--- src/rtl/div_pkg.sv ---
// ---------------------------------------------------------------------------
// div_pkg
// Shared definitions for the signed sequential divider:
//   - div_state_e  : controller states (IDLE / RUN / FIX)
//   - DIV_WIDTH_DEF: default operand width (matches the Booth multiplier)
//   - DIV_LATENCY  : accept-edge to done-edge distance for the default width
//   - DIV_MAX_W    : widest supported operand width
//   - div_abs()    : two's-complement magnitude computed one bit wider than
//                    the operand, so |-2^(W-1)| never overflows
// ---------------------------------------------------------------------------
package div_pkg;

    localparam int DIV_WIDTH_DEF = 4;
    localparam int DIV_LATENCY   = DIV_WIDTH_DEF + 1;
    localparam int DIV_MAX_W     = 32;

    typedef enum logic [1:0] {
        IDLE = 2'd0,
        RUN  = 2'd1,
        FIX  = 2'd2
    } div_state_e;

    // Magnitude of a sign-extended value; the extra top bit absorbs the most
    // negative operand so the result is always exact.
    function automatic logic [DIV_MAX_W:0] div_abs(input logic [DIV_MAX_W:0] v);
        logic [DIV_MAX_W:0] r;
        if (v[DIV_MAX_W]) begin
            r = (~v) + {{DIV_MAX_W{1'b0}}, 1'b1};
        end else begin
            r = v;
        end
        return r;
    endfunction

endpackage

--- src/rtl/div_restore_step.sv ---
// ---------------------------------------------------------------------------
// div_restore_step
// One combinational restoring-division step on magnitudes.
// Ports:
//   rem_in   [WIDTH-1:0]  current partial remainder (always < dsr_mag)
//   next_bit              next dividend bit shifted in at the bottom
//   dsr_mag  [WIDTH-1:0]  divisor magnitude
//   rem_out  [WIDTH-1:0]  new partial remainder
//   q_bit                 quotient bit produced by this step
// ---------------------------------------------------------------------------
module div_restore_step #(
    parameter int WIDTH = 4
) (
    input  logic [WIDTH-1:0] rem_in,
    input  logic             next_bit,
    input  logic [WIDTH-1:0] dsr_mag,
    output logic [WIDTH-1:0] rem_out,
    output logic             q_bit
);

    logic [WIDTH:0] shifted_s;
    logic [WIDTH:0] diff_s;
    logic           unused_diff_s;

    assign shifted_s = {rem_in, next_bit};
    assign diff_s    = shifted_s - {1'b0, dsr_mag};
    // Whenever the trial is kept the difference is below the divisor, so its
    // top bit carries no information.
    assign unused_diff_s = diff_s[WIDTH];

    // Trial subtract: keep the difference when non-negative, else restore.
    always_comb begin
        q_bit   = 1'b0;
        rem_out = shifted_s[WIDTH-1:0];
        if (shifted_s >= {1'b0, dsr_mag}) begin
            q_bit   = 1'b1;
            rem_out = diff_s[WIDTH-1:0];
        end else begin
            q_bit   = 1'b0;
            rem_out = shifted_s[WIDTH-1:0];
        end
    end

endmodule

--- src/rtl/signed_seq_divider.sv ---
// ---------------------------------------------------------------------------
// signed_seq_divider
// Sequential signed restoring divider, one quotient bit per clock, truncating
// (C) semantics. Fixed latency: done pulses WIDTH+1 edges after the accept
// edge, for every operand pair including the special cases.
// Ports:
//   clk, rst_n              clock, asynchronous active-low reset
//   start                   request, honoured only while busy=0
//   dividend, divisor       signed operands, sampled on the accept edge
//   busy                    operation in flight
//   done                    one-cycle pulse, results valid
//   quotient, remainder     signed results, held until the next accept
//   div_by_zero, overflow   per-result flags
// Build option: define DIV_OVERFLOW_SAT_EN to saturate the quotient of
// -2^(WIDTH-1) / -1 to +2^(WIDTH-1)-1 instead of wrapping.
// ---------------------------------------------------------------------------
module signed_seq_divider
    import div_pkg::*;
#(
    parameter int WIDTH = DIV_WIDTH_DEF
) (
    input  logic             clk,
    input  logic             rst_n,
    input  logic             start,
    input  logic [WIDTH-1:0] dividend,
    input  logic [WIDTH-1:0] divisor,
    output logic             busy,
    output logic             done,
    output logic [WIDTH-1:0] quotient,
    output logic [WIDTH-1:0] remainder,
    output logic             div_by_zero,
    output logic             overflow
);

    localparam int CNT_W = $clog2(WIDTH + 1);

    div_state_e       state_r;
    logic [CNT_W-1:0] cnt_r;
    logic [WIDTH-1:0] rem_r;       // partial remainder magnitude
    logic [WIDTH-1:0] dvd_r;       // dividend bits out, quotient bits in
    logic [WIDTH-1:0] dsr_r;       // divisor magnitude
    logic [WIDTH-1:0] dividend_r;  // raw dividend, needed for divide-by-zero
    logic             qsign_r;
    logic             rsign_r;
    logic             dz_r;
    logic             ov_r;

    logic [DIV_MAX_W:0] dvd_abs_s;
    logic [DIV_MAX_W:0] dsr_abs_s;
    logic               unused_abs_s;
    logic [WIDTH-1:0]   step_rem_s;
    logic               step_q_s;
    logic [WIDTH-1:0]   fix_q_s;
    logic [WIDTH-1:0]   fix_r_s;

    assign dvd_abs_s = div_abs({{(DIV_MAX_W + 1 - WIDTH){dividend[WIDTH-1]}}, dividend});
    assign dsr_abs_s = div_abs({{(DIV_MAX_W + 1 - WIDTH){divisor[WIDTH-1]}}, divisor});
    // Magnitudes never exceed 2^(WIDTH-1), so the upper bits are always zero.
    assign unused_abs_s = ^{dvd_abs_s[DIV_MAX_W:WIDTH], dsr_abs_s[DIV_MAX_W:WIDTH]};

    div_restore_step #(.WIDTH(WIDTH)) u_step (
        .rem_in   (rem_r),
        .next_bit (dvd_r[WIDTH-1]),
        .dsr_mag  (dsr_r),
        .rem_out  (step_rem_s),
        .q_bit    (step_q_s)
    );

    // Sign fix-up and special-case overrides for the final result.
    always_comb begin
        fix_q_s = dvd_r;
        fix_r_s = rem_r;
        if (qsign_r) begin
            fix_q_s = -dvd_r;
        end else begin
            fix_q_s = dvd_r;
        end
        if (rsign_r) begin
            fix_r_s = -rem_r;
        end else begin
            fix_r_s = rem_r;
        end
        if (dz_r) begin
            fix_q_s = {WIDTH{1'b1}};
            fix_r_s = dividend_r;
        end else if (ov_r) begin
`ifdef DIV_OVERFLOW_SAT_EN
            fix_q_s = {1'b0, {(WIDTH-1){1'b1}}};
`else
            fix_q_s = {1'b1, {(WIDTH-1){1'b0}}};
`endif
            fix_r_s = {WIDTH{1'b0}};
        end else begin
            fix_q_s = fix_q_s;
            fix_r_s = fix_r_s;
        end
    end

    // Controller, datapath registers and registered outputs.
    always_ff @(posedge clk or negedge rst_n) begin
        if (!rst_n) begin
            state_r     <= IDLE;
            cnt_r       <= {CNT_W{1'b0}};
            rem_r       <= {WIDTH{1'b0}};
            dvd_r       <= {WIDTH{1'b0}};
            dsr_r       <= {WIDTH{1'b0}};
            dividend_r  <= {WIDTH{1'b0}};
            qsign_r     <= 1'b0;
            rsign_r     <= 1'b0;
            dz_r        <= 1'b0;
            ov_r        <= 1'b0;
            busy        <= 1'b0;
            done        <= 1'b0;
            quotient    <= {WIDTH{1'b0}};
            remainder   <= {WIDTH{1'b0}};
            div_by_zero <= 1'b0;
            overflow    <= 1'b0;
        end else begin
            done <= 1'b0;
            case (state_r)
                IDLE: begin
                    if (start) begin
                        rem_r       <= {WIDTH{1'b0}};
                        dvd_r       <= dvd_abs_s[WIDTH-1:0];
                        dsr_r       <= dsr_abs_s[WIDTH-1:0];
                        dividend_r  <= dividend;
                        qsign_r     <= dividend[WIDTH-1] ^ divisor[WIDTH-1];
                        rsign_r     <= dividend[WIDTH-1];
                        dz_r        <= (divisor == {WIDTH{1'b0}});
                        ov_r        <= (dividend == {1'b1, {(WIDTH-1){1'b0}}}) &&
                                       (divisor == {WIDTH{1'b1}});
                        cnt_r       <= CNT_W'(WIDTH);
                        busy        <= 1'b1;
                        div_by_zero <= 1'b0;
                        overflow    <= 1'b0;
                        state_r     <= RUN;
                    end else begin
                        state_r <= IDLE;
                    end
                end
                RUN: begin
                    rem_r <= step_rem_s;
                    dvd_r <= {dvd_r[WIDTH-2:0], step_q_s};
                    cnt_r <= cnt_r - CNT_W'(1);
                    if (cnt_r == CNT_W'(1)) begin
                        state_r <= FIX;
                    end else begin
                        state_r <= RUN;
                    end
                end
                FIX: begin
                    quotient    <= fix_q_s;
                    remainder   <= fix_r_s;
                    div_by_zero <= dz_r;
                    overflow    <= ov_r;
                    done        <= 1'b1;
                    busy        <= 1'b0;
                    state_r     <= IDLE;
                end
                default: begin
                    busy    <= 1'b0;
                    state_r <= IDLE;
                end
            endcase
        end
    end

endmodule

--- config.mk ---
export PLATFORM = sky130hd
export DESIGN_NAME = signed_seq_divider
export DESIGN_NICKNAME = d
export VERILOG_FILES = /design/src/rtl/div_pkg.sv /design/src/rtl/div_restore_step.sv /design/src/rtl/signed_seq_divider.sv
export SDC_FILE = /design/constraint.sdc
export NUM_CORES = 1
export LEC_CHECK = 0
export ABC_AREA = 1
export CAP_MARGIN = 10
export CELL_PAD_IN_SITES_DETAIL_PLACEMENT = 1
export CELL_PAD_IN_SITES_GLOBAL_PLACEMENT = 1
export CORE_MARGIN = 1
export CORE_UTILIZATION = 38
export DETAILED_ROUTE_END_ITERATION = 10
export PLACE_DENSITY_LB_ADDON = 0.1
export SLEW_MARGIN = 20
export SYNTH_ARGS = -nofsm -noshare
export SYNTH_HDL_FRONTEND = slang
export SYNTH_HIERARCHICAL = 1
export SYNTH_SLANG_ARGS = --single-unit
export TNS_END_PERCENT = 1
--- constraint.sdc ---
create_clock -name clk -period 1.85 [get_ports clk]
set_clock_uncertainty 0.1 [all_clocks]
set_input_delay 0.37 -clock clk [delete_from_list [all_inputs] [get_ports clk]]
set_output_delay 0.37 -clock clk [all_outputs]
set_load 0.02 [all_outputs]
# Word level (Yosys, flattened, before mapping)
# Index checks and enable logic that the tools add are counted.
[word_totals]
regBits = 37
[op_classes]
muxes = 25
add_sub_neg = 6
reduce_logical = 9
n_lt_le_gt_ge = 1
bitwise_logic = 4
eq_ne = 6
[ops]
columns = ["cell", "count"]
rows = [
  ["$mux W4", 11],
  ["$pmux W4 S2", 2],
  ["$add A4 B1 Y4 const B", 2],
  ["$eq A4 B4 Y1 const B", 2],
  ["$neg A4 Y4", 2],
  ["$not A4 Y4", 2],
  ["$reduce_and A2 Y1", 4],
  ["$pmux W1 S2", 3],
  ["$pmux W3 S2", 1],
  ["$ge A5 B4 Y1", 1],
  ["$mux W1", 5],
  ["$logic_not A4 Y1", 1],
  ["$pmux W2 S2", 1],
  ["$reduce_bool A2 Y1", 2],
  ["$sub A4 B4 Y4", 1],
  ["$eq A3 B1 Y1 const B", 1],
  ["$mux W3", 1],
  ["$sub A3 B1 Y3 const B", 1],
  ["$eq A2 B1 Y1 const B", 1],
  ["$eq A2 B2 Y1 const B", 1],
  ["$logic_not A2 Y1", 1],
  ["$mux W2", 1],
  ["$ne A2 B2 Y1 const B", 1],
  ["$logic_and A1 B1 Y1", 1],
  ["2 further kinds", 2],
]

# Depth between registers and ports, before layout
[depth]
ltp_word = 5
ltp_mapped = 11
ltp_nobuf = 11

# By module
# The synthesis kept the hierarchy.
[modules_own_cells]
columns = ["module", "area_per_inst_um2", "instances", "seq_area_each_um2", "cells_each"]
rows = [
  ["signed_seq_divider", 1785.5, 1, 900.9, 201],
  ["div_restore_step", 245.2, 1, 0.0, 39],
]

# Worst setup path before layout
# Ideal clock, no wire load.
[synth_path]
path_type = "reg2reg"
startpoint = "register dvd_r[3]"
endpoint = "register rem_r[2]"
n_path_buf = 0
setup_ns = 0.126
t_required_ns = 1.624
path_slack_ns = 0.297
arrival_time_ns = 1.327
stages_incl_launch_ff = 9
cell_sequence = "dfrtp_1 -> inv_1 -> ha_1 -> fa_1 -> xnor2_1 -> nand2_1 -> nand2_1 -> nand2_1 -> o21ai_0"
[synth_via]
elab_chain_cells = 3
word_cells_on_any_way = 4
cone_classes = "add/sub: 1; order compare: 1; mux: 2"
[synth_rtl]
columns = ["item", "line", "source"]
rows = [
  ["start: declaration", "signed_seq_divider.sv:40", "logic [WIDTH-1:0] dvd_r;"],
  ["start signal: assignment", "signed_seq_divider.sv:105", "dvd_r <= {WIDTH{1'b0}};"],
  ["start signal: assignment", "signed_seq_divider.sv:124", "dvd_r <= dvd_abs_s[WIDTH-1:0];"],
  ["start signal: assignment", "signed_seq_divider.sv:143", "dvd_r <= {dvd_r[WIDTH-2:0], step_q_s};"],
  ["$sub A4 B4 Y4 or $ge A5 B4 Y1 (tied branches)", "div_restore_step.sv:26, div_restore_step.sv:35", ""],
  ["$mux W4 (*)", "div_restore_step.sv:35", "if (shifted_s >= {1'b0, dsr_mag}) begin"],
  ["via step_rem_s[2]", "signed_seq_divider.sv:51", "logic [WIDTH-1:0] step_rem_s;"],
  ["$pmux W4 S2 (*)", "signed_seq_divider.sv:120", "case (state_r)"],
  ["end signal: assignment", "signed_seq_divider.sv:104", "rem_r <= {WIDTH{1'b0}};"],
  ["end signal: assignment", "signed_seq_divider.sv:123", "rem_r <= {WIDTH{1'b0}};"],
  ["end signal: assignment", "signed_seq_divider.sv:142", "rem_r <= step_rem_s;"],
  ["end: declaration", "signed_seq_divider.sv:39", "logic [WIDTH-1:0] rem_r;"],
]
# The timed path passes the listed nets; every way through them passes the cells marked *.
# A chain may end at the register's enable or synchronous reset.

# Worst setup path in the final report
[layout_path]
startpoint = "register quotient[1]"
endpoint = "output quotient[1]"
[layout_rtl]
columns = ["item", "line", "source"]
rows = [
  ["start: declaration", "signed_seq_divider.sv:29", "output logic [WIDTH-1:0] quotient,"],
  ["start signal: assignment", "signed_seq_divider.sv:114", "quotient <= {WIDTH{1'b0}};"],
  ["start signal: assignment", "signed_seq_divider.sv:152", "quotient <= fix_q_s;"],
]
# No word-level cell between the ends.

==> results.json <==
{
  "syn_area_per_cell_um2": 8.46,
  "reg2reg_from": "rem_r[1]",
  "path_category_of_the_worst_min_delay_check": "primary input to async pin",
  "number_of_flops_mapped_to_enable_cells_by_yosys": 0,
  "drc": 0,
  "cts-buffers-inserted": 5,
  "grt_pass1_wl_um": 8040,
  "post_synth_inst_count": 240,
  "post-synth-top-area-fraction_pct": 44.4,
  "timing.critical_path.buf_inv": 1,
  "timing.final.crit_share_pct": 94.4,
  "rsz0062_at_grt": "false",
  "clock_latency_ns": 0.29,
  "grt-ovfl-total": 0,
  "routedWlPerCell_um": 14.2,
  "critPathKind": "register to output port",
  "critical_path.startpoint": "quotient[1]",
  "die_height_um": 75.1,
  "slew_violations": 0,
  "dr.first_iter.drc_count": 45,
  "buffers_inserted_by_post_cts_timing_repair": 0,
  "detailed_place_hpwl_um": 3740,
  "netlist_top_cells_count": "63 x nand2_1, 36 x dfrtp_1, 35 x inv_1",
  "cpMaxStageDelayCell": "clkdlybuf4s50_1",
  "crit_required_ns": 1.38,
  "worstMarginPinSlew_ns": 0.482,
  "starting_density_of_the_core_pct": 39.5,
  "final_layout_size_suffix_gt1_share_pct": 12.2,
  "most_frequent_cell_after_synthesis": "nand2_1",
  "report.final.hold_viol_count": 0,
  "irDropWorstVdd_mv": 0.751,
  "finalCoreUtilization_pct": 47.0,
  "grt_start_max_net_pins": 37,
  "compound_gate_fraction_of_synth_area_pct": 9.00,
  "synth_top_family_by_area": "simple AND/OR/NAND/NOR gates",
  "diodes": 0,
  "die-area_um2": 5640,
  "synthSimpleGateAreaFrac_pct": 28.2,
  "placementRows": 26,
  "finish.net_count": 293,
  "numPortBuffers": 22,
  "drt_first_pass_iters": 4,
  "report.final.setup_viol": 0,
  "fillCellCount": 646,
  "max-slew-margin-rel_pct": 67.9,
  "status": "finished clean",
  "cp_cell_sequence": "clkdlybuf4s50_1",
  "first_global_vias": 1650,
  "grt.total_usage_pct": 19.8,
  "post_drt_via_cell_ratio": 4.81,
  "synth_xor_area_share_pct": 1.73,
  "arrival_ns": 1.28,
  "synth_top_flop_cell": "dfrtp_1",
  "power_density_nw_per_um2": 1730,
  "critPathCaptureType": "output port",
  "ys_types": 31,
  "clock_sink_count": 36,
  "cts_tree": "done",
  "fp.dieW_um": 75.1,
  "synthesis.area_um2": 2030,
  "critical-path-max-stage-delay_ns": 0.61,
  "synth_top_area_cell": "dfrtp_1",
  "grt_antenna_before_repair": 0,
  "design.core.area_um2": 5140,
  "ctsHtreeMaxLevel": 2,
  "vias": 1637,
  "finalWirelength_um": 4810,
  "ys.warnings.count": 6,
  "ios": 23,
  "layout_min_cycle_time_ns": 1.75,
  "timing.critical_path.fanout_max": 2,
  "synth.mux.area_fraction_pct": 0,
  "yosysSeqAreaShare_pct": 44.4,
  "maxCapViolations": 0,
  "register_bit_total_from_synthesis": 36,
  "start_kind": "register",
  "cellLeakagePower_nw": 1.20,
  "path_clk_slew_ns": 0.07,
  "timing.setup.tns_ns": 0,
  "detail-route-antenna-nets": 0,
  "post_synth_main_area_contributors": "dfrtp_1 44%, nand2_1 12%, ha_1 6.8%",
  "mappedNetlistNets": 263,
  "share_of_flip_flops_with_an_asynchronous_set_or_reset_after_synthesis_pct": 100,
  "synthAdderAreaFrac_pct": 7.76,
  "cts_max_path_bufs": 2,
  "cpLargestDelayFamily": "buffers and inverters",
  "clockRootBuffer": "clkbuf_8",
  "maxClockFrequency_ghz": 0.572,
  "synthToLayoutAreaGrowth_pct": 18.9,
  "routabilityCongestion": 0.760
}
## cell type report
class | count | area [um2] | area share, %
Clock buffer | 6 | 72.6 | 3.01
Sequential cell | 36 | 901 | 37.3
Tap cell | 70 | 87.6 | 3.63
Timing Repair Buffer | 26 | 245 | 10.2
Multi-Input combinational cell | 161 | 951 | 39.4
Inverter | 40 | 153 | 6.32
Clock inverter | 1 | 5.00 | 0.207
## registers in the layout, summed over array words and instances (netlist names)
register and cells:
quotient 4, dz_r 1, remainder 4, div_by_zero 1
dvd_r 4, ov_r 1, cnt_r 3, busy 1
state_r 2, overflow 1, dsr_r 4, rem_r 4
qsign_r 1, dividend_r 4, done 1
## repair_timing
action,in CTS,in global routing
setup endpoints to repair,0,4
gates resized for setup,0,1
hold buffers,0,0
## placed cells by master (no fill, tap or decap), types with 2 or more instances in the layout
| master | synthesis | routed |
|---|---|---|
| inv_2 | 4 | 4 |
| nand2_1 | 63 | 63 |
| nand2_4 | 4 | 4 |
| nand3_2 | 2 | 2 |
| inv_1 | 35 | 35 |
| o21ai_1 | 4 | 4 |
| nand3_1 | 22 | 22 |
| nor2_1 | 9 | 9 |
| o211ai_1 | 6 | 6 |
| nand2_2 | 3 | 3 |
| buf_4 | 1 | 4 |
| dfrtp_1 | 36 | 36 |
| nor2_4 | 3 | 3 |
| xor2_1 | 3 | 3 |
| o21ai_0 | 16 | 16 |
| clkbuf_8 | 0 | 5 |
| clkdlybuf4s50_1 | 0 | 21 |
| ha_1 | 11 | 11 |
| nor2_8 | 2 | 2 |
## path summary, 6_finish.rpt
| path | end | slack (ns) | cells after the start |
|---|---|---|---|
| setup / recovery | quotient[1] | 0.10 | 1 |
| hold / removal | done | 0.01 | 2 |
| setup reg to reg | rem_r[3] | 0.15 | 8 |
| hold reg to reg | state_r[1] | 0.37 | 1 |
| max in group asynchronous | state_r[0] | 1.29 | 2 |
| min in group clk | state_r[1] | 0.37 | 1 |
## stage by stage
step | worst slack [ns] | power, mW | cell area, um2 | hold WS [ns] | std cells
after floorplan | 0.297 | 2.95 | 2030 | -0.0256 | 240
after global placement | 0.137 | 3.56 | 2330 | 0.347 | 333
after detailed placement | 0.0604 | 3.67 | 2330 | 0.355 | 333
after CTS | 0.107 | 4.22 | 2410 | 0.0320 | 340
after global routing | 0.0513 | 4.59 | 2410 | 0.0595 | 340
final | 0.103 | 4.18 | 2410 | 0.0135 | 340
## power by group
part           leakage [nW]  switching, mW  internal [mW]
clock                0.0410          0.288          0.256
sequential            0.447          0.280           1.13
combinational         0.712           1.32          0.905
total                  1.20           1.89           2.29
## cell families (layout without fill, tap and decap cells)
kind of cell	Yosys count	after routing
simple gates	113	113
buf+inv	43	73
flops	36	36
compound gates	32	32
fa+ha+maj	12	12
xor+xnor	4	4
## routing by layer
| metal | part of all wire, % | wire length (um) | up-vias | global-route usage (%) |
|---|---|---|---|---|
| met5 | 0 | 0 | - | 0 |
| met4 | 1.5 | 70 | 0 | 6.29 |
| met3 | 2.3 | 112 | 7 | 4.02 |
| met2 | 46 | 2200 | 22 | 32.0 |
| met1 | 50 | 2430 | 787 | 26.7 |
| li1 | - | - | 821 | - |
No activity file was read; power rests on OpenSTA's default activity.
